**src/rtl/fft16_out_reorder.sv**
```systemverilog
// fft16_out_reorder: ping-pong reorder buffer for the radix-4 MDC 16-point FFT.
// Frames arrive in radix-4 digit-reversed order and leave in natural bin order
// on a valid/ready stream. While one bank drains, the other can fill.
// Optional build macro FFT16_OUT_REORDER_SCALE_EN: each output word is scaled by
// 1/N (round half-up, saturated) on the read path without changing latency.
module fft16_out_reorder #(
   parameter int WL    = 16,
   parameter int LOG2N = 4
) (
   input  logic          clk,
   input  logic          rst_n,
   input  logic [WL-1:0] in_r,
   input  logic [WL-1:0] in_i,
   input  logic          in_valid,
   output logic          in_ready,
   output logic [WL-1:0] out_r,
   output logic [WL-1:0] out_i,
   output logic          out_valid,
   input  logic          out_ready,
   output logic          out_last,
   output logic          frame_drop
);

   localparam int N    = 1 << LOG2N;
   localparam int HALF = LOG2N / 2;
   localparam logic [LOG2N-1:0] LAST_IDX = LOG2N'(N - 1);
   localparam logic [LOG2N-1:0] ONE      = LOG2N'(1);

   typedef enum logic [1:0] {
      B_EMPTY    = 2'd0,
      B_FILLING  = 2'd1,
      B_FULL     = 2'd2,
      B_DRAINING = 2'd3
   } bank_state_e;

   typedef enum logic {
      RD_IDLE = 1'b0,
      RD_READ = 1'b1
   } rd_state_e;

`ifdef FFT16_OUT_REORDER_SCALE_EN
   localparam logic signed [WL:0] RND_HALF = (WL+1)'(1 << (LOG2N - 1));
   localparam logic signed [WL:0] SAT_MAX  = (WL+1)'((1 << (WL - 1)) - 1);
   localparam logic signed [WL:0] SAT_MIN  = (WL+1)'(-(1 << (WL - 1)));

   // 1/N normalisation: add half an LSB of the result, arithmetic shift, clamp
   function automatic logic signed [WL-1:0] rd_fmt(input logic signed [WL-1:0] x);
      logic signed [WL:0] sum;
      logic signed [WL:0] shf;
      sum = (WL+1)'(x) + RND_HALF;
      shf = sum >>> LOG2N;
      if (shf > SAT_MAX) begin
         shf = SAT_MAX;
      end else if (shf < SAT_MIN) begin
         shf = SAT_MIN;
      end
      return shf[WL-1:0];
   endfunction
`else
   // Bit-exact pass-through of the stored word
   function automatic logic signed [WL-1:0] rd_fmt(input logic signed [WL-1:0] x);
      return x;
   endfunction
`endif

   // Two banks of N complex words, indexed [bank][bin]
   logic signed [WL-1:0] mem_r_q [2][N];
   logic signed [WL-1:0] mem_i_q [2][N];

   bank_state_e          bank_q [2];
   bank_state_e          bank_d [2];
   logic                 wbank_q, wbank_d;
   logic                 rbank_q, rbank_d;
   logic [LOG2N-1:0]     wcnt_q, wcnt_d;
   logic [LOG2N-1:0]     rcnt_q, rcnt_d;
   rd_state_e            rd_state_q, rd_state_d;
   logic signed [WL-1:0] out_r_q, out_r_d;
   logic signed [WL-1:0] out_i_q, out_i_d;
   logic                 out_valid_q, out_valid_d;
   logic                 frame_drop_q, frame_drop_d;

   logic                 wr_ready;
   logic                 wr_accept;
   logic [LOG2N-1:0]     waddr;
   logic                 rd_load;
   logic                 rd_bank;
   logic [LOG2N-1:0]     rd_addr;

   // Write side: accept while the write bank is free; swap the two radix-4 digits of the count
   always_comb begin
      wr_ready  = (bank_q[wbank_q] == B_EMPTY) || (bank_q[wbank_q] == B_FILLING);
      wr_accept = in_valid && wr_ready;
      waddr     = {wcnt_q[HALF-1:0], wcnt_q[LOG2N-1:HALF]};
   end

   // Sample storage; contents need no reset because bank states gate every read
   always_ff @(posedge clk) begin
      if (wr_accept) begin
         mem_r_q[wbank_q][waddr] <= $signed(in_r);
         mem_i_q[wbank_q][waddr] <= $signed(in_i);
      end
   end

   // Bank bookkeeping, write counter and read FSM next state, plus output word fetch
   always_comb begin
      bank_d       = bank_q;
      wbank_d      = wbank_q;
      wcnt_d       = wcnt_q;
      rbank_d      = rbank_q;
      rcnt_d       = rcnt_q;
      rd_state_d   = rd_state_q;
      out_valid_d  = out_valid_q;
      out_r_d      = out_r_q;
      out_i_d      = out_i_q;
      frame_drop_d = in_valid && !wr_ready;
      rd_load      = 1'b0;
      rd_bank      = rbank_q;
      rd_addr      = rcnt_q;

      // Write and read sides only ever touch banks in disjoint states, so both
      // updates can land in the same cycle without conflict.
      if (wr_accept) begin
         if (wcnt_q == LAST_IDX) begin
            bank_d[wbank_q] = B_FULL;
            wcnt_d          = '0;
            wbank_d         = ~wbank_q;
         end else begin
            bank_d[wbank_q] = B_FILLING;
            wcnt_d          = wcnt_q + ONE;
         end
      end

      case (rd_state_q)
         RD_IDLE: begin
            if (bank_q[rbank_q] == B_FULL) begin
               bank_d[rbank_q] = B_DRAINING;
               rd_state_d      = RD_READ;
               rcnt_d          = '0;
               out_valid_d     = 1'b1;
               rd_load         = 1'b1;
               rd_addr         = '0;
            end
         end
         RD_READ: begin
            if (out_valid_q && out_ready) begin
               if (rcnt_q != LAST_IDX) begin
                  rcnt_d  = rcnt_q + ONE;
                  rd_load = 1'b1;
                  rd_addr = rcnt_q + ONE;
               end else begin
                  bank_d[rbank_q] = B_EMPTY;
                  rbank_d         = ~rbank_q;
                  rcnt_d          = '0;
                  // Only a bank that was already FULL continues without a bubble
                  if (bank_q[~rbank_q] == B_FULL) begin
                     bank_d[~rbank_q] = B_DRAINING;
                     rd_load          = 1'b1;
                     rd_bank          = ~rbank_q;
                     rd_addr          = '0;
                  end else begin
                     rd_state_d  = RD_IDLE;
                     out_valid_d = 1'b0;
                  end
               end
            end
         end
         default: begin
            rd_state_d = RD_IDLE;
         end
      endcase

      if (rd_load) begin
         out_r_d = rd_fmt(mem_r_q[rd_bank][rd_addr]);
         out_i_d = rd_fmt(mem_i_q[rd_bank][rd_addr]);
      end
   end

   // State, counters and output registers with asynchronous reset
   always_ff @(posedge clk or negedge rst_n) begin
      if (!rst_n) begin
         bank_q[0]    <= B_EMPTY;
         bank_q[1]    <= B_EMPTY;
         wbank_q      <= 1'b0;
         rbank_q      <= 1'b0;
         wcnt_q       <= '0;
         rcnt_q       <= '0;
         rd_state_q   <= RD_IDLE;
         out_r_q      <= '0;
         out_i_q      <= '0;
         out_valid_q  <= 1'b0;
         frame_drop_q <= 1'b0;
      end else begin
         bank_q       <= bank_d;
         wbank_q      <= wbank_d;
         rbank_q      <= rbank_d;
         wcnt_q       <= wcnt_d;
         rcnt_q       <= rcnt_d;
         rd_state_q   <= rd_state_d;
         out_r_q      <= out_r_d;
         out_i_q      <= out_i_d;
         out_valid_q  <= out_valid_d;
         frame_drop_q <= frame_drop_d;
      end
   end

   assign in_ready   = wr_ready;
   assign out_r      = out_r_q;
   assign out_i      = out_i_q;
   assign out_valid  = out_valid_q;
   assign out_last   = out_valid_q && (rcnt_q == LAST_IDX);
   assign frame_drop = frame_drop_q;

endmodule

```
**config.mk**
```make
export PLATFORM = sky130hd
export DESIGN_NAME = fft16_out_reorder
export DESIGN_NICKNAME = d
export VERILOG_FILES = /design/src/rtl/fft16_out_reorder.sv
export SDC_FILE = /design/constraint.sdc
export NUM_CORES = 1
export LEC_CHECK = 0
export ABC_AREA = 1
export CAP_MARGIN = 20
export CORE_AREA = 2 2 493 373
export DETAILED_ROUTE_END_ITERATION = 10
export DIE_AREA = 0 0 495 375
export PLACE_DENSITY = 0.49
export SLEW_MARGIN = 20
export SYNTH_ARGS = -nofsm -noshare
export SYNTH_HDL_FRONTEND = slang
export SYNTH_SLANG_ARGS = --single-unit
```
**constraint.sdc**
```tcl
create_clock -name clk -period 10 [get_ports clk]
set_input_delay 3 -clock clk [delete_from_list [all_inputs] [get_ports clk]]
set_output_delay 3 -clock clk [all_outputs]
set_load 0.005 [all_outputs]
```
Word level (Yosys, flattened, before mapping)
Memories as Yosys holds them, arrays and structs flattened.
Cells that the tools add are included.
{"block": "totals", "memories": 2, "mem_bits_rw": 1024, "register_bits": 49, "wordCells": 124, "output_inout_bits": 36, "in_bits": 36}
{"name": "mem_i_q", "words": 2, "width": 256, "read_ports": 1, "rd_clocked_by_memory_dff": 0, "wr": 1, "line": "68", "text": "logic signed [WL-1:0] mem_i_q [2][N];"}
{"name": "mem_r_q", "words": 2, "width": 256, "read_ports": 1, "rd_clocked_by_memory_dff": 0, "wr": 1, "line": "67", "text": "logic signed [WL-1:0] mem_r_q [2][N];"}
{"block": "classes", "reduce_logical": 14, "muxes": 57, "n_eq_ne": 10, "order_cmp": 9, "add_sub_neg": 2, "n_bitwise": 19}
{"cell": "$mux W256", "count": 1}
{"cell": "$bmux W16 S4", "count": 2}
{"cell": "$mux W16", "count": 5}
{"cell": "$demux W16 S4", "count": 1}
{"cell": "$mux W4", "count": 13}
{"cell": "$mux W2", "count": 12}
{"cell": "$pmux W4 S2", "count": 3}
{"cell": "$mux W1", "count": 14}
{"cell": "$ge A5 B5 Y1 const B", "count": 2}
{"cell": "$not A4 Y5", "count": 2}
{"cell": "$add A4 B1 Y4 const B", "count": 2}
{"cell": "$eq A4 B4 Y1 const B", "count": 2}
{"cell": "$logic_and A1 B1 Y1", "count": 8}
{"cell": "$or A4 B4 Y4", "count": 2}
{"cell": "$demux W2 S1", "count": 3}
{"cell": "$ge A2 B2 Y1 const B", "count": 3}
{"cell": "$lt A2 B1 Y1 const B", "count": 3}
{"cell": "$ne A2 B2 Y1 const B", "count": 3}
{"cell": "$not A1 Y2", "count": 3}
{"cell": "$pmux W1 S2", "count": 3}
{"cell": "$lt A5 B1 Y1 const B", "count": 1}
{"cell": "$and A2 B2 Y2", "count": 2}
{"cell": "$and A4 B4 Y4", "count": 1}
{"cell": "$eq A2 B2 Y1 const B", "count": 2}
{"cell": "other kinds (13)", "count": 18}

Longest topological paths before layout
Gate-level depths: netlist (run 1).
{"block": "depth", "ltp_word": 15, "depth_mapped": 16, "mapped_depth_nobuf": 15}

Worst setup path before layout (run 1)
OpenSTA, ideal clock, no wires.
{"block": "synth_timing", "path_kind": "input-to-reg", "start": "input port in_valid", "end": "memory mem_i_q[0][16] in the netlist's numbering (enable)", "path_stages": 4, "setup_time_ns": 0.502, "arrival_ns": 6.476, "path_buffers": 0, "required_ns": 9.498, "setup_slack_ns": 3.022, "path_cell_list": "inv_1 nor2_1 clkinv_1 nor4_1"}
{"block": "synth_via", "elab_chain_len": 3}
{"item": "start, declared", "line": "14", "text": "input logic in_valid,"}
{"item": "$logic_and A1 B1 Y1", "line": "92", "text": "wr_accept = in_valid && wr_ready;"}
{"item": "$mux W1", "line": "98", "text": "if (wr_accept) begin"}
{"item": "$mux W256 (not written as such)", "line": "100", "text": "mem_i_q[wbank_q][waddr] <= $signed(in_i);"}
{"item": "end, declared", "line": "68"}
No other way between the ends.

Worst setup path after layout (run 1)
{"block": "layout_timing", "start": "input port out_ready", "end": "register out_i_q[3] (netlist: out_i[3])"}
{"block": "layout_via", "elab_chain_len": 7, "elab_cells_between_ends": 12, "classes_between": "mux: 9; bitwise: 1; reduce/logical: 1; memory: 1"}
{"item": "start, declared", "line": "19", "text": "input logic out_ready,"}
{"item": "$logic_and A1 B1 Y1 (*)", "line": "145", "text": "if (out_valid_q && out_ready) begin"}
{"item": "$mux W1 / $mux W4 (equally long branches)", "line": "145"}
{"item": "$mux W1 / $pmux W4 S2 (equally long branches)", "line": "133", "text": "case (rd_state_q)"}
{"item": "$mem_v2 Z2 W256 / $not A4 Y5 (equally long branches)"}
{"item": "$bmux W16 S4", "line": "174", "text": "out_i_d = rd_fmt(mem_i_q[rd_bank][rd_addr]);"}
{"item": "$mux W16 (not written as such) (2 in series)", "line": "174"}
{"item": "end signal, assigned", "line": "200", "text": "out_i_q <= out_i_d;"}
{"item": "end, declared", "line": "78", "text": "logic signed [WL-1:0] out_i_q, out_i_d;"}
Mark *: on every way between the ends. The rest lies on a longest branch, timed or not. The select of a mux whose other input is x is not followed.
A chain may end at the register's enable or synchronous reset.

==> results.cfg, run 1 <==
[synth]
syn_area_per_cell_um2 = 12.1
ys_seq_elements = 1073
yosys_warnings = 0
synth_area_mm2 = 0.0449
yosysSeqAreaShare = 0.712
synth_edf_count = 1024
yosysUniqueCellTypes = 31
synth-main-ff-cell = edfxtp_1
syn-num-nets = 3755
async_flop_share = 0.0457
synthCells = 3713

[power_and_ir_drop]
leakage_uw = 0.0172
p_per_area_mw_per_mm2 = 327
max-vdd-ir-drop_uv = 411
p_total_uw = 16800

[die]
core_area_mm2 = 0.181
start_util = 0.248
die_area_mm2 = 0.186
die_w_um = 495
pin_count = 72
row_count = 136
fp.dieH_um = 375

[place]
dp_hpwl_mm = 74.5
port_buffers = 71
gp_congestion = 0.743
pre_cts_ws_ns = 3.07

[finish]
layout-drive-gt1-share = 0.0854
layout_commonest_cell = edfxtp_1
nets = 3690
diodes = 0
filler_cell_count = 18600
area_growth_pct = 14.3
layout_common_cells = edfxtp_1 (1,024), nand3_1 (977), nand2_1 (670), nand4_1 (513), clkbuf_16 (104)

[setup_path]
r2r_slack_ns = 5.66
crit_start = out_ready
cp-end-kind = register
crit_path_frequent_cell = nand3_1
path_max_fanout = 83
reg2reg_depth = 14
r2r-start = rbank_q
r2r-end = out_i[3]
critPathArrivalTime_ns = 6.98
slowest_stage = buf_4
critPathMaxStageDelay_ns = 0.88
cp-start-kind = input port
criticalPathCategory = input port to register
crit_required_ns = 10.64
path_cells = clkdlybuf4s50_1, nand3_1, nor2_2, nand2_8, buf_4, buf_4, nand4_1, nand3_1, nand3_1, nand3_1, nand3_1, nand2_1, nand2_1, nand2_1

[grt]
gr-usage-all-layers = 0.159
grt_pass1_vias = 29600
overflow = 0
top_usage_layer = met2
grtUsageMet1 = 0.235
grt.met3_usage = 0.0276
use_met2 = 0.239
grt_max_degree = 217
grt_pass1_wl_mm = 219
antenna_found_initial = 15

[clock_network]
cts_setup_buffers = 0
cts_buffers = 104
path_clk_slew_ns = 0.06
clk_latency_ns = 0.73
cts-root-buf = clkbuf_16
ctsHoldBuffers = 0
cts_resized = 0
clockBufferDepth = 3
h-tree-depth = 3
clock_sinks = 1073
cts_tree = yes

[timing]
fmax_ghz = 0.158
rsz0062_at_grt = no
hold_violations = 0
fin_crit_sh = 0.634
fin_setup_tns_ns = 0
setup_viol = 0
slew_viol_final = 0
layout_setup_ws_ns = 3.66
fin_worst_skew_ns = 0.0252
period_needed_ns = 6.34
slew_headroom = 0.187
tightestPinTransition_ns = 1.22

[min_path]
hp-class = register to register
whs_endpoint = out_i[8]
min_from = out_i[8]
min_path_cells = 2

[detailed_routing]
firstDrtPassIters = 6
ant_nets = 0
vias_per_cell = 5.12
wl_per_cell_um = 24.6
dr.first_iter.drc_count = 3592
drc = 0
vias = 31500
routed_wl_mm = 151

[flow_run]
max-cap-violations = 0

[outcome]
outcome = complete, no violations
## registers in the layout (all words and copies together), names as in the netlist, 4 cells and up
| register | cells |
|---|---|
| bank_q | 4 |
| wcnt_q | 4 |
| mem_i_q | 512 |
| mem_r_q | 512 |
| rcnt_q | 4 |
| out_i | 16 |
| out_r | 16 |
## logic make-up after synthesis
group / Yosys count / synth area share
AND/OR/NAND/NOR: 2234 / 0.244
flip-flops: 1073 / 0.712
buffers and inverters: 378 / 0.0391
XOR/XNOR: 1 / 0.000195
adder cells (fa/ha/maj): 6 / 0.00167
AO/OA/AOI/OAI: 21 / 0.00279
## through the flow
| stage | cell area, um^2 | hold WS [ns] | util | cells |
|---|---|---|---|---|
| after floorplan | 44900 | 0.472 | - | 3713 |
| after global placement | 48200 | 0.472 | 0.266 | 5955 |
| after detailed placement | 48200 | 0.470 | 0.266 | 5956 |
| after CTS | 51400 | 0.488 | 0.284 | 6150 |
| after global routing | 51300 | 0.512 | 0.283 | 6151 |
| final | 51300 | 0.485 | 0.283 | 6151 |
## worst max-delay path: cells and delay by family
family | cells | cell delay [ns]
AND/OR/NAND/NOR | 11 | 1.64
buffers and inverters | 3 | 2.18
## layout make-up
cell class / count / area (um^2) / area share
Clock buffer: 135 / 2750 / 0.0535
Multi-Input combinational cell: 2262 / 11500 / 0.223
Clock inverter: 59 / 482 / 0.00938
Inverter: 38 / 144 / 0.00280
Sequential cell: 1073 / 32000 / 0.623
Timing Repair Buffer: 169 / 1510 / 0.0295
Tap cell: 2415 / 3020 / 0.0589
## routing by layer
layer,share of wire,wire length (um)
met5,0.00046,69
met4,0.022,3340
met1,0.46,68800
met2,0.45,67600
met3,0.074,11200
## synthesized netlist by cell type, drive strengths merged, types with 6 or more instances
cell type  number  area (um^2)
nand4         513         3210
clkbuf         65          244
nand2         676         2550
nand3         980         4910
o21ai           8         40.0
ha              6         75.1
nor4            6         37.5
edfxtp       1024        30700
nor2           35          136
inv            36          135
a21oi           7         42.5
nor3           21          105
buf           275         1370
dfrtp          49         1230
## worst max path at each step
stage	slack, ns	depth (start not counted)	end
final	3.66	14	out_i[3]
after global routing	3.50	14	out_i[3]
after CTS	3.84	14	out_i[3]
after detailed placement	3.07	14	out_i[3]
after global placement	3.05	14	out_r[11]
after floorplan	3.02	4	mem_i_q[0][16]
## where the power goes
part / internal, uW / switching, uW
logic: 2070 / 5520
registers: 5180 / 144
clock network: 2100 / 1760
total: 9350 / 7430
Note: power is estimated with default switching activity, not from simulation.
==> run 2: changes to the inputs <==
clock period = 6.3 ns   (was 10 ns; I/O delays follow)
==> run 2 against run 1 <==
Net effect:
- sequential power increased by 59%
- critical path depth decreased by 10
- cell count increased by 0.36%
- clock-buffer cell count decreased by 5
- clock skew increased by 0.0020 ns
- sequential share of layout area decreased by 0.72 points
==> results.cfg, run 2 (synthesis results as in run 1) <==
[finish]
nets = 3713
layout_commonest_cell = edfxtp_1
filler_cell_count = 18500
multi_input_area_mm2 = 0.0115
largestRegisters = mem_i_q: 512 flops, mem_r_q: 512 flops
layout_common_cells = edfxtp_1 (1,024), nand3_1 (977), nand2_1 (670), nand4_1 (513), clkbuf_16 (104)
layout-drive-gt1-share = 0.0911
layout.area.seq_mm2 = 0.0320
area_growth_pct = 15.7

[place]
port_buffers = 71
gp_congestion = 0.738
pre_cts_ws_ns = 1.24
dp_hpwl_mm = 77.5

[timing]
layout_setup_ws_ns = 1.92
fin_crit_sh = 0.695
fin_worst_skew_ns = 0.0272
tightestPinTransition_ns = 1.23
hold_violations = 0
fmax_ghz = 0.228
period_needed_ns = 4.38
fin_setup_tns_ns = 0
slew_headroom = 0.183
setup_viol = 0
slew_viol_final = 0
rsz0062_at_grt = no

[setup_path]
r2r-start = wbank_q
r2r_slack_ns = 2.67
cp-end-kind = output pin
criticalPathCategory = register to output pin
endpoint = in_ready
path_max_fanout = 20
crit_start = wbank_q
crit_required_ns = 4.41
r2r-end = mem_r_q[0][31]
reg2reg_depth = 6
critPathArrivalTime_ns = 2.49
cp-start-kind = register

[detailed_routing]
drc = 0
wl_per_cell_um = 25.2
ant_nets = 0
firstDrtPassIters = 7
vias_per_cell = 5.13
vias = 31600
routed_wl_mm = 155
dr.first_iter.drc_count = 3786

[grt]
top_usage_layer = met2
overflow = 0
gr-usage-all-layers = 0.163
grt_pass1_wl_mm = 223
antenna_found_initial = 19
use_met2 = 0.242
grt_pass1_vias = 29800
grtUsageMet1 = 0.240
grt_max_degree = 197
grt.met3_usage = 0.0370

[clock_network]
clock_sinks = 1073
cts_setup_buffers = 0
cts-root-buf = clkbuf_16
ctsHoldBuffers = 0
cts_buffers = 102
h-tree-depth = 3
path_clk_slew_ns = 0.07
cts_tree = yes
clk_latency_ns = 0.73
cts_resized = 0
clockBufferDepth = 3

[die]
die_w_um = 495
pin_count = 72
core_area_mm2 = 0.181
start_util = 0.248
die_area_mm2 = 0.186
row_count = 136
fp.dieH_um = 375

[power_and_ir_drop]
internal_power_uw = 15400
swShare = 0.438
p_switching_uw = 12000
p_per_area_mw_per_mm2 = 526
clockPowerShare = 0.233
p_comb_frac = 0.457
max-vdd-ir-drop_uv = 569
p_seq_frac = 0.311
leakage_uw = 0.0175

[flow_run]
max-cap-violations = 0

[min_path]
min_path_cells = 2
hp-class = register to register

[outcome]
outcome = complete, no violations
==> run 2: area by class of cell <==
type	instances	share of cell area
clock inverter	59	0.0121
clock buffer	130	0.0522
inverter	38	0.00277
multi-input combinational	2262	0.221
timing repair buffer	194	0.0385
tap	2415	0.0582
antenna	2	0.0000964
sequential	1073	0.616
==> run 2: worst min-delay path by stage <==
| stage | from | to |
|---|---|---|
| finish | out_r[9] | out_r[9] |
| global route | out_r[10] | out_r[10] |
| CTS | out_r[0] | out_r[0] |
| detailed placement | out_r[0] | out_r[0] |
| global placement | out_i[8] | out_i[8] |
| floorplan | out_i[0] | out_i[0] |
==> run 2: metal layers <==
metal	routed length, um	vias to the layer above
met2	68800	1282
met5	63	-
li1	-	13900
met3	12200	219
met1	70800	16200
met4	3420	12
==> run 2: power groups by stage <==
stage	clock (uW)	sequential (uW)	combinational (uW)
after CTS	6450	8510	12500
after floorplan	0	8520	7860
after global routing	6720	8540	13700
after global placement	0	8670	12500
after detailed placement	0	8660	12500
final	6360	8490	12500
==> run 2: critical path, stage by stage (launching register included) <==
cell	delay, ns
dfrtp_2	0.79
nor2_1	0.18
a21oi_1	0.21
inv_1	0.11
clkdlybuf4s50_1	0.46
==> run 2: through the flow <==
stage	hold WS [ns]	area, um^2	util	total power (uW)	cells
after floorplan	0.472	44900	-	16400	3713
after global placement	0.469	48700	0.268	21100	5979
after detailed placement	0.468	48700	0.268	21100	5979
after CTS	0.486	52000	0.287	27500	6168
after global routing	0.513	51900	0.286	28900	6173
final	0.483	51900	0.286	27300	6173
